[src/rtl/regfile_access_arbiter.sv]
// -----------------------------------------------------------------------------
// regfile_access_arbiter
//
// Shares the regfile's single write port and single read port between NUM_REQ
// requesters (for example the AXI4-Lite slave and the PWM sequencer). Each
// request is a read or a write and receives exactly one single-cycle response
// pulse. Concurrent requests are arbitrated round-robin.
//
// Transaction flow: IDLE -> ACCESS (one cycle, regfile port driven) -> RESP
// (one cycle, rsp_valid pulse) -> IDLE.
//
// Handshake: a requester raises req[i] with req_wr/req_addr/req_wdata and
// holds them stable until it observes rsp_valid[i]; it must drop req[i] in the
// cycle after rsp_valid. A req still high when the block is back in IDLE is a
// new request. Fields of a request that is not yet granted are only looked at
// when it is granted.
//
// Configuration macro:
//   REGFILE_ARB_FIXED_PRIO_EN  defined   -> fixed priority, lowest index wins,
//                                           no round-robin pointer.
//                              undefined -> round-robin (default).
//
// Ports:
//   clk, rst_n      clock (rising edge), synchronous active-low reset
//   req             per-requester request valid
//   req_wr          per-requester 1 = write, 0 = read
//   req_addr        flattened addresses, slice i = [i*ADDR_WIDTH +: ADDR_WIDTH]
//   req_wdata       flattened write data, slice i = [i*DATA_WIDTH +: DATA_WIDTH]
//   rsp_valid       one-cycle response pulse to the granted requester
//   rsp_rdata       read data, valid only while rsp_valid is high (0 for writes)
//   busy            high in every state except IDLE
//   rf_write_en     regfile write enable (ACCESS cycle of a write only)
//   rf_write_addr   regfile write address
//   rf_write_data   regfile write data
//   rf_read_addr    regfile read address
//   rf_read_data    regfile read data (combinational from rf_read_addr)
// -----------------------------------------------------------------------------
module regfile_access_arbiter #(
  parameter int NUM_REQ    = 2,
  parameter int ADDR_WIDTH = 4,
  parameter int DATA_WIDTH = 32
) (
  input  logic                          clk,
  input  logic                          rst_n,
  input  logic [NUM_REQ-1:0]            req,
  input  logic [NUM_REQ-1:0]            req_wr,
  input  logic [NUM_REQ*ADDR_WIDTH-1:0] req_addr,
  input  logic [NUM_REQ*DATA_WIDTH-1:0] req_wdata,
  output logic [NUM_REQ-1:0]            rsp_valid,
  output logic [DATA_WIDTH-1:0]         rsp_rdata,
  output logic                          busy,
  output logic                          rf_write_en,
  output logic [ADDR_WIDTH-1:0]         rf_write_addr,
  output logic [DATA_WIDTH-1:0]         rf_write_data,
  output logic [ADDR_WIDTH-1:0]         rf_read_addr,
  input  logic [DATA_WIDTH-1:0]         rf_read_data
);

  localparam int PTR_W = (NUM_REQ > 1) ? $clog2(NUM_REQ) : 1;

  typedef enum logic [1:0] {
    ST_IDLE   = 2'd0,
    ST_ACCESS = 2'd1,
    ST_RESP   = 2'd2
  } state_e;

  state_e                  state_q, state_d;
  logic [PTR_W-1:0]        grant_q, grant_d;
  logic                    wr_q, wr_d;
  logic [ADDR_WIDTH-1:0]   addr_q, addr_d;
  logic [DATA_WIDTH-1:0]   wdata_q, wdata_d;

  // Registered outputs
  logic                    rf_write_en_q, rf_write_en_d;
  logic [ADDR_WIDTH-1:0]   rf_write_addr_q, rf_write_addr_d;
  logic [DATA_WIDTH-1:0]   rf_write_data_q, rf_write_data_d;
  logic [ADDR_WIDTH-1:0]   rf_read_addr_q, rf_read_addr_d;
  logic [NUM_REQ-1:0]      rsp_valid_q, rsp_valid_d;
  logic [DATA_WIDTH-1:0]   rsp_rdata_q, rsp_rdata_d;
  logic                    busy_q, busy_d;

  // Arbitration
  logic [PTR_W-1:0]        search_base;
  logic [PTR_W-1:0]        pick_idx;
  logic                    pick_found;
  int                      cand;

  logic                    sel_wr;
  logic [ADDR_WIDTH-1:0]   sel_addr;
  logic [DATA_WIDTH-1:0]   sel_wdata;

`ifdef REGFILE_ARB_FIXED_PRIO_EN
  // Fixed priority: the search always starts at requester 0.
  assign search_base = '0;
`else
  logic [PTR_W-1:0] ptr_q, ptr_d;

  assign search_base = ptr_q;

  // Pointer moves to the requester just after the one granted.
  always_comb begin
    ptr_d = ptr_q;
    if (state_q == ST_IDLE && pick_found) begin
      ptr_d = (pick_idx == PTR_W'(NUM_REQ - 1)) ? '0 : pick_idx + 1'b1;
    end
  end

  always_ff @(posedge clk) begin
    if (!rst_n) ptr_q <= '0;
    else        ptr_q <= ptr_d;
  end
`endif

  // Search upward from search_base with wrap-around; first active req wins.
  always_comb begin
    pick_found = 1'b0;
    pick_idx   = '0;
    cand       = 0;
    for (int k = 0; k < NUM_REQ; k++) begin
      cand = int'(search_base) + k;
      if (cand >= NUM_REQ) cand = cand - NUM_REQ;
      if (!pick_found && req[cand]) begin
        pick_found = 1'b1;
        pick_idx   = PTR_W'(cand);
      end
    end
  end

  // Fields of the winning requester
  always_comb begin
    sel_wr    = 1'b0;
    sel_addr  = '0;
    sel_wdata = '0;
    for (int i = 0; i < NUM_REQ; i++) begin
      if (pick_idx == PTR_W'(i)) begin
        sel_wr    = req_wr[i];
        sel_addr  = req_addr[i*ADDR_WIDTH +: ADDR_WIDTH];
        sel_wdata = req_wdata[i*DATA_WIDTH +: DATA_WIDTH];
      end
    end
  end

  // Next state and latched request
  always_comb begin
    state_d = state_q;
    grant_d = grant_q;
    wr_d    = wr_q;
    addr_d  = addr_q;
    wdata_d = wdata_q;
    case (state_q)
      ST_IDLE: begin
        if (pick_found) begin
          state_d = ST_ACCESS;
          grant_d = pick_idx;
          wr_d    = sel_wr;
          addr_d  = sel_addr;
          wdata_d = sel_wdata;
        end
      end
      ST_ACCESS: state_d = ST_RESP;
      ST_RESP:   state_d = ST_IDLE;
      default:   state_d = ST_IDLE;
    endcase
  end

  // Output values for the cycle that follows, derived from the next state so
  // the outputs themselves come straight from flops.
  always_comb begin
    rf_write_en_d   = 1'b0;
    rf_write_addr_d = '0;
    rf_write_data_d = '0;
    rf_read_addr_d  = '0;
    rsp_valid_d     = '0;
    rsp_rdata_d     = '0;
    busy_d          = (state_d != ST_IDLE);
    if (state_d == ST_ACCESS) begin
      rf_read_addr_d = addr_d;
      if (wr_d) begin
        rf_write_en_d   = 1'b1;
        rf_write_addr_d = addr_d;
        rf_write_data_d = wdata_d;
      end
    end
    if (state_d == ST_RESP) begin
      for (int i = 0; i < NUM_REQ; i++) begin
        rsp_valid_d[i] = (grant_d == PTR_W'(i));
      end
      // Read data is captured at the end of ACCESS; writes answer with 0.
      rsp_rdata_d = wr_q ? '0 : rf_read_data;
    end
  end

  always_ff @(posedge clk) begin
    if (!rst_n) begin
      state_q         <= ST_IDLE;
      grant_q         <= '0;
      wr_q            <= 1'b0;
      addr_q          <= '0;
      wdata_q         <= '0;
      rf_write_en_q   <= 1'b0;
      rf_write_addr_q <= '0;
      rf_write_data_q <= '0;
      rf_read_addr_q  <= '0;
      rsp_valid_q     <= '0;
      rsp_rdata_q     <= '0;
      busy_q          <= 1'b0;
    end else begin
      state_q         <= state_d;
      grant_q         <= grant_d;
      wr_q            <= wr_d;
      addr_q          <= addr_d;
      wdata_q         <= wdata_d;
      rf_write_en_q   <= rf_write_en_d;
      rf_write_addr_q <= rf_write_addr_d;
      rf_write_data_q <= rf_write_data_d;
      rf_read_addr_q  <= rf_read_addr_d;
      rsp_valid_q     <= rsp_valid_d;
      rsp_rdata_q     <= rsp_rdata_d;
      busy_q          <= busy_d;
    end
  end

  // Reset is synchronous, so a reset asserted in the middle of ACCESS or RESP
  // only clears the flops at the next edge. Masking the two side-effecting
  // outputs with rst_n keeps the regfile from committing the abandoned write
  // on that edge and suppresses the abandoned response pulse.
  assign rf_write_en   = rf_write_en_q & rst_n;
  assign rsp_valid     = rsp_valid_q & {NUM_REQ{rst_n}};
  assign rf_write_addr = rf_write_addr_q;
  assign rf_write_data = rf_write_data_q;
  assign rf_read_addr  = rf_read_addr_q;
  assign rsp_rdata     = rsp_rdata_q;
  assign busy          = busy_q;

endmodule
[config.mk]
export PLATFORM = sky130hd
export DESIGN_NAME = regfile_access_arbiter
export DESIGN_NICKNAME = d
export VERILOG_FILES = /design/src/rtl/regfile_access_arbiter.sv
export SDC_FILE = /design/constraint.sdc
export NUM_CORES = 1
export LEC_CHECK = 0
export ABC_AREA = 1
export BUFFER_PORTS_ARGS = -buffer_cell sky130_fd_sc_hd__clkbuf_2
export CORE_MARGIN = 2
export CORE_UTILIZATION = 46
export DETAILED_ROUTE_END_ITERATION = 7
export PLACE_DENSITY = 0.79
export SYNTH_ARGS = -nofsm -noshare
export SYNTH_HDL_FRONTEND = slang
export SYNTH_SLANG_ARGS = --single-unit
export TNS_END_PERCENT = 30
[constraint.sdc]
create_clock -name clk -period 1.79 [get_ports clk]
set_input_delay 0.0895 -clock clk [delete_from_list [all_inputs] [get_ports clk]]
set_output_delay 0.0895 -clock clk [all_outputs]
set_load 0.02 [all_outputs]
==> impl_results.md <==
* H-tree depth at 4
* Die width at between 90 and 100 um
* Die H at a little under 100 um
* Switching Fraction at between 20% and 30%
* Comb power frac at between 15 and 20%
* Overall Global Routing Usage at between 20 and 30%
* RSZ-0062 raised after global routing: false
* Final hold vios at 0
* Syn_nets at between 600 and 700
* Via count at roughly 4,400
* Design internal power at around 5.4 mW
* Worst vdd ir at between 0.5 and 0.6 mV
* Ratio of cells with drive above 1 in the final layout at 32.4%
* Setup TNS at 0 ns
* Leading area contributor after synthesis: dfxtp_1
* Die footprint at 9660 um2
* Commonest non-fill, non-tap cell in the layout: clkbuf_2
* Total Wirelength at ~13 mm
* Total I/O pin count at about 190
* Clk pwr share at around 45%
* CTS Sinks at 116
* Crit Path Max Fanout at 27
* Initial antenna violation count at 0
* Ant diodes at 0
* Min-delay worst type: in2reg
* CP arrival at about 1.9 ns
* Power, Total at about 7.1 mW
* Clock period minus worst slack at ~1.5 ns
* GPL Wtd Cong at 0.822
* Sequential share of the synthesized area at 56.8%
* ANT nets after route at 0
* Port bufs at between 150 and 200
* Final period util at between 80% and 90%
* Commonest cells after routing, fill and taps aside: clkbuf_2 (185), dfxtp_1 (116), dlygate4sd3_1 (106)
* Max-Cap Viols at 0
* Congestion Overflow GR at 0
* Top-area cell type share of the netlist area at a little under three fifths
* DR WL/cell at approximately 14 um
* Pwr/cell area at around 1100 nW/um2
* Max_slew headroom at between 70 and 80%
* DRC at 0
* Setup violations, final at 0
* Detail Placement HPWL at about 7.1 mm
* FILL cells at 562
* YS warnings at 0
* LEAKAGE at 3.54 nW
* Postcts setup bufs at 0
* Core region area at 8680 um2
* Achievable Freq at around 680 MHz
* Post-Syn Area at approximately 4100 um2
* Pre-antenna DRT Iters at 5
* Global-route wire length before repair at between 20 and 25 mm
* Status: completed
* Critical Path End Type: flop
* # rows at 34
* WHS at approximately 0.029 ns
* Clk Latency, worst-skew pair at around 0.50 ns
* Largest net degree at the start of global routing at 43
* Initial DRC count at about 130
* Flop pwr share at roughly two fifths
* Clock Path Buffers at 2
* Mean post-synth cell area at 7.98 um2
* Layout overhead on the synthesized area at 64.1%
* Max-slew violation count at 0
* Number of global-route vias before repair at around 4,500
* Worst Skew at ~0.0054 ns
* Util after Layout at between 70% and 80%
* TritonCTS Buffers at 17
* Vias per Instance at 4.80
* Clock transition at path regs at 0.06 ns
* CTS tree: built
* Synth Instances at about 500
* Worst setup SP type: flop
* Worst-Margin Slew at between 0.3 and 0.4 ns
* CTS Root Cell: clkbuf_8
* Area contributors post-synth: dfxtp_1 (57%), nor2_1 (9.4%), nand3_1 (9.4%)
* Final nets at ~910
* Cell variety after synth at 18
* Starting Density at 47.1%
* CP required at roughly 2.2 ns
* Synth Register Bits at between 100 and 150
* P_sw at between 1.5 and 2 mW
* CP Class: reg2reg
critical path, cell delays in order (launching register included):
cell and delay [ns]:
dfxtp_1 0.35, nor2_1 0.22, o21ai_2 0.15, nor2_1 0.16
nand2_2 0.19, buf_12 0.22, nor2_1 0.12
cells by family (layout without fill, tap and decap cells):
| kind of cell | count (synthesis) | count (layout) | share of synthesized area, % |
|---|---|---|---|
| simple gates | 303 | 303 | 32.7 |
| flops | 116 | 116 | 56.8 |
| buf+inv | 83 | 385 | 9.14 |
| compound gates | 11 | 11 | 1.44 |
power by group through the flow:
| stage | Clock (mW) | Sequential [mW] | Combinational [mW] |
|---|---|---|---|
| after detailed placement | 0 | 2.87 | 0.930 |
| after CTS | 3.23 | 2.82 | 1.12 |
| after floorplan | 0 | 2.95 | 0.525 |
| after global routing | 3.35 | 2.83 | 1.26 |
| after global placement | 0 | 2.86 | 0.908 |
| final | 3.17 | 2.82 | 1.15 |
state kept, by name, indices dropped and copies added (netlist names), 2 cells and up:
register,flops
rf_write_addr,4
rsp_rdata,32
state_q,2
rsp_valid_q,2
addr_q,3
wdata_q,32
rf_write_data,32
rf_read_addr,4
cell type report:
cell class / instances / area, um2 / share of cell area, %
Sequential cell: 116 / 2320 / 34.6
Inverter: 53 / 199 / 2.96
Tap cell: 108 / 135 / 2.01
Clock inverter: 9 / 105 / 1.57
Clock buffer: 21 / 459 / 6.84
Multi-Input combinational cell: 314 / 1400 / 20.8
Timing Repair Buffer: 302 / 2090 / 31.2
what timing repair did:
item / 4_1_cts / 5_1_grt
resized for setup: 0 / 0
hold buffers: 106 / 0
endpoints found under the hold margin: 110 / 0
cell usage after synthesis (all sizes together):
| cell type | n |
|---|---|
| a21oi | 9 |
| o21ai | 2 |
| inv | 53 |
| buf | 17 |
| or2 | 33 |
| clkbuf | 13 |
| nor3 | 1 |
| nand3 | 77 |
| nand2 | 87 |
| dfxtp | 116 |
| nor2 | 105 |
stage by stage:
stage	instance area, um2	setup WS, ns	instances
4_1_cts	6720	0.313	923
5_1_grt	6720	0.165	923
6_report	6720	0.314	923
3_3_place_gp	5090	0.424	787
3_5_place_dp	5090	0.320	787
2_1_floorplan	4090	0.522	513
per-layer routing:
metal	track usage [%]	up-vias	routed length, um	share of wire, %
li1	-	2149	-	-
met1	28.6	2004	4970	38
met2	50.7	229	6710	51
met3	8.66	48	1030	7.8
met4	12.4	0	449	3.4
met5	0	-	0	0
final timing paths:
check                                  from                end  slack, ns  cells after the start
worst max register to register   state_q[1]  rf_write_data[26]       0.31                      6
worst min-delay path            req_addr[6]    rf_read_addr[2]       0.03                      5
worst max-delay path             state_q[1]  rf_write_data[26]       0.31                      6
worst min register to register        ptr_q              ptr_q       0.46                      2
Note: power is estimated with default switching activity, not from simulation.
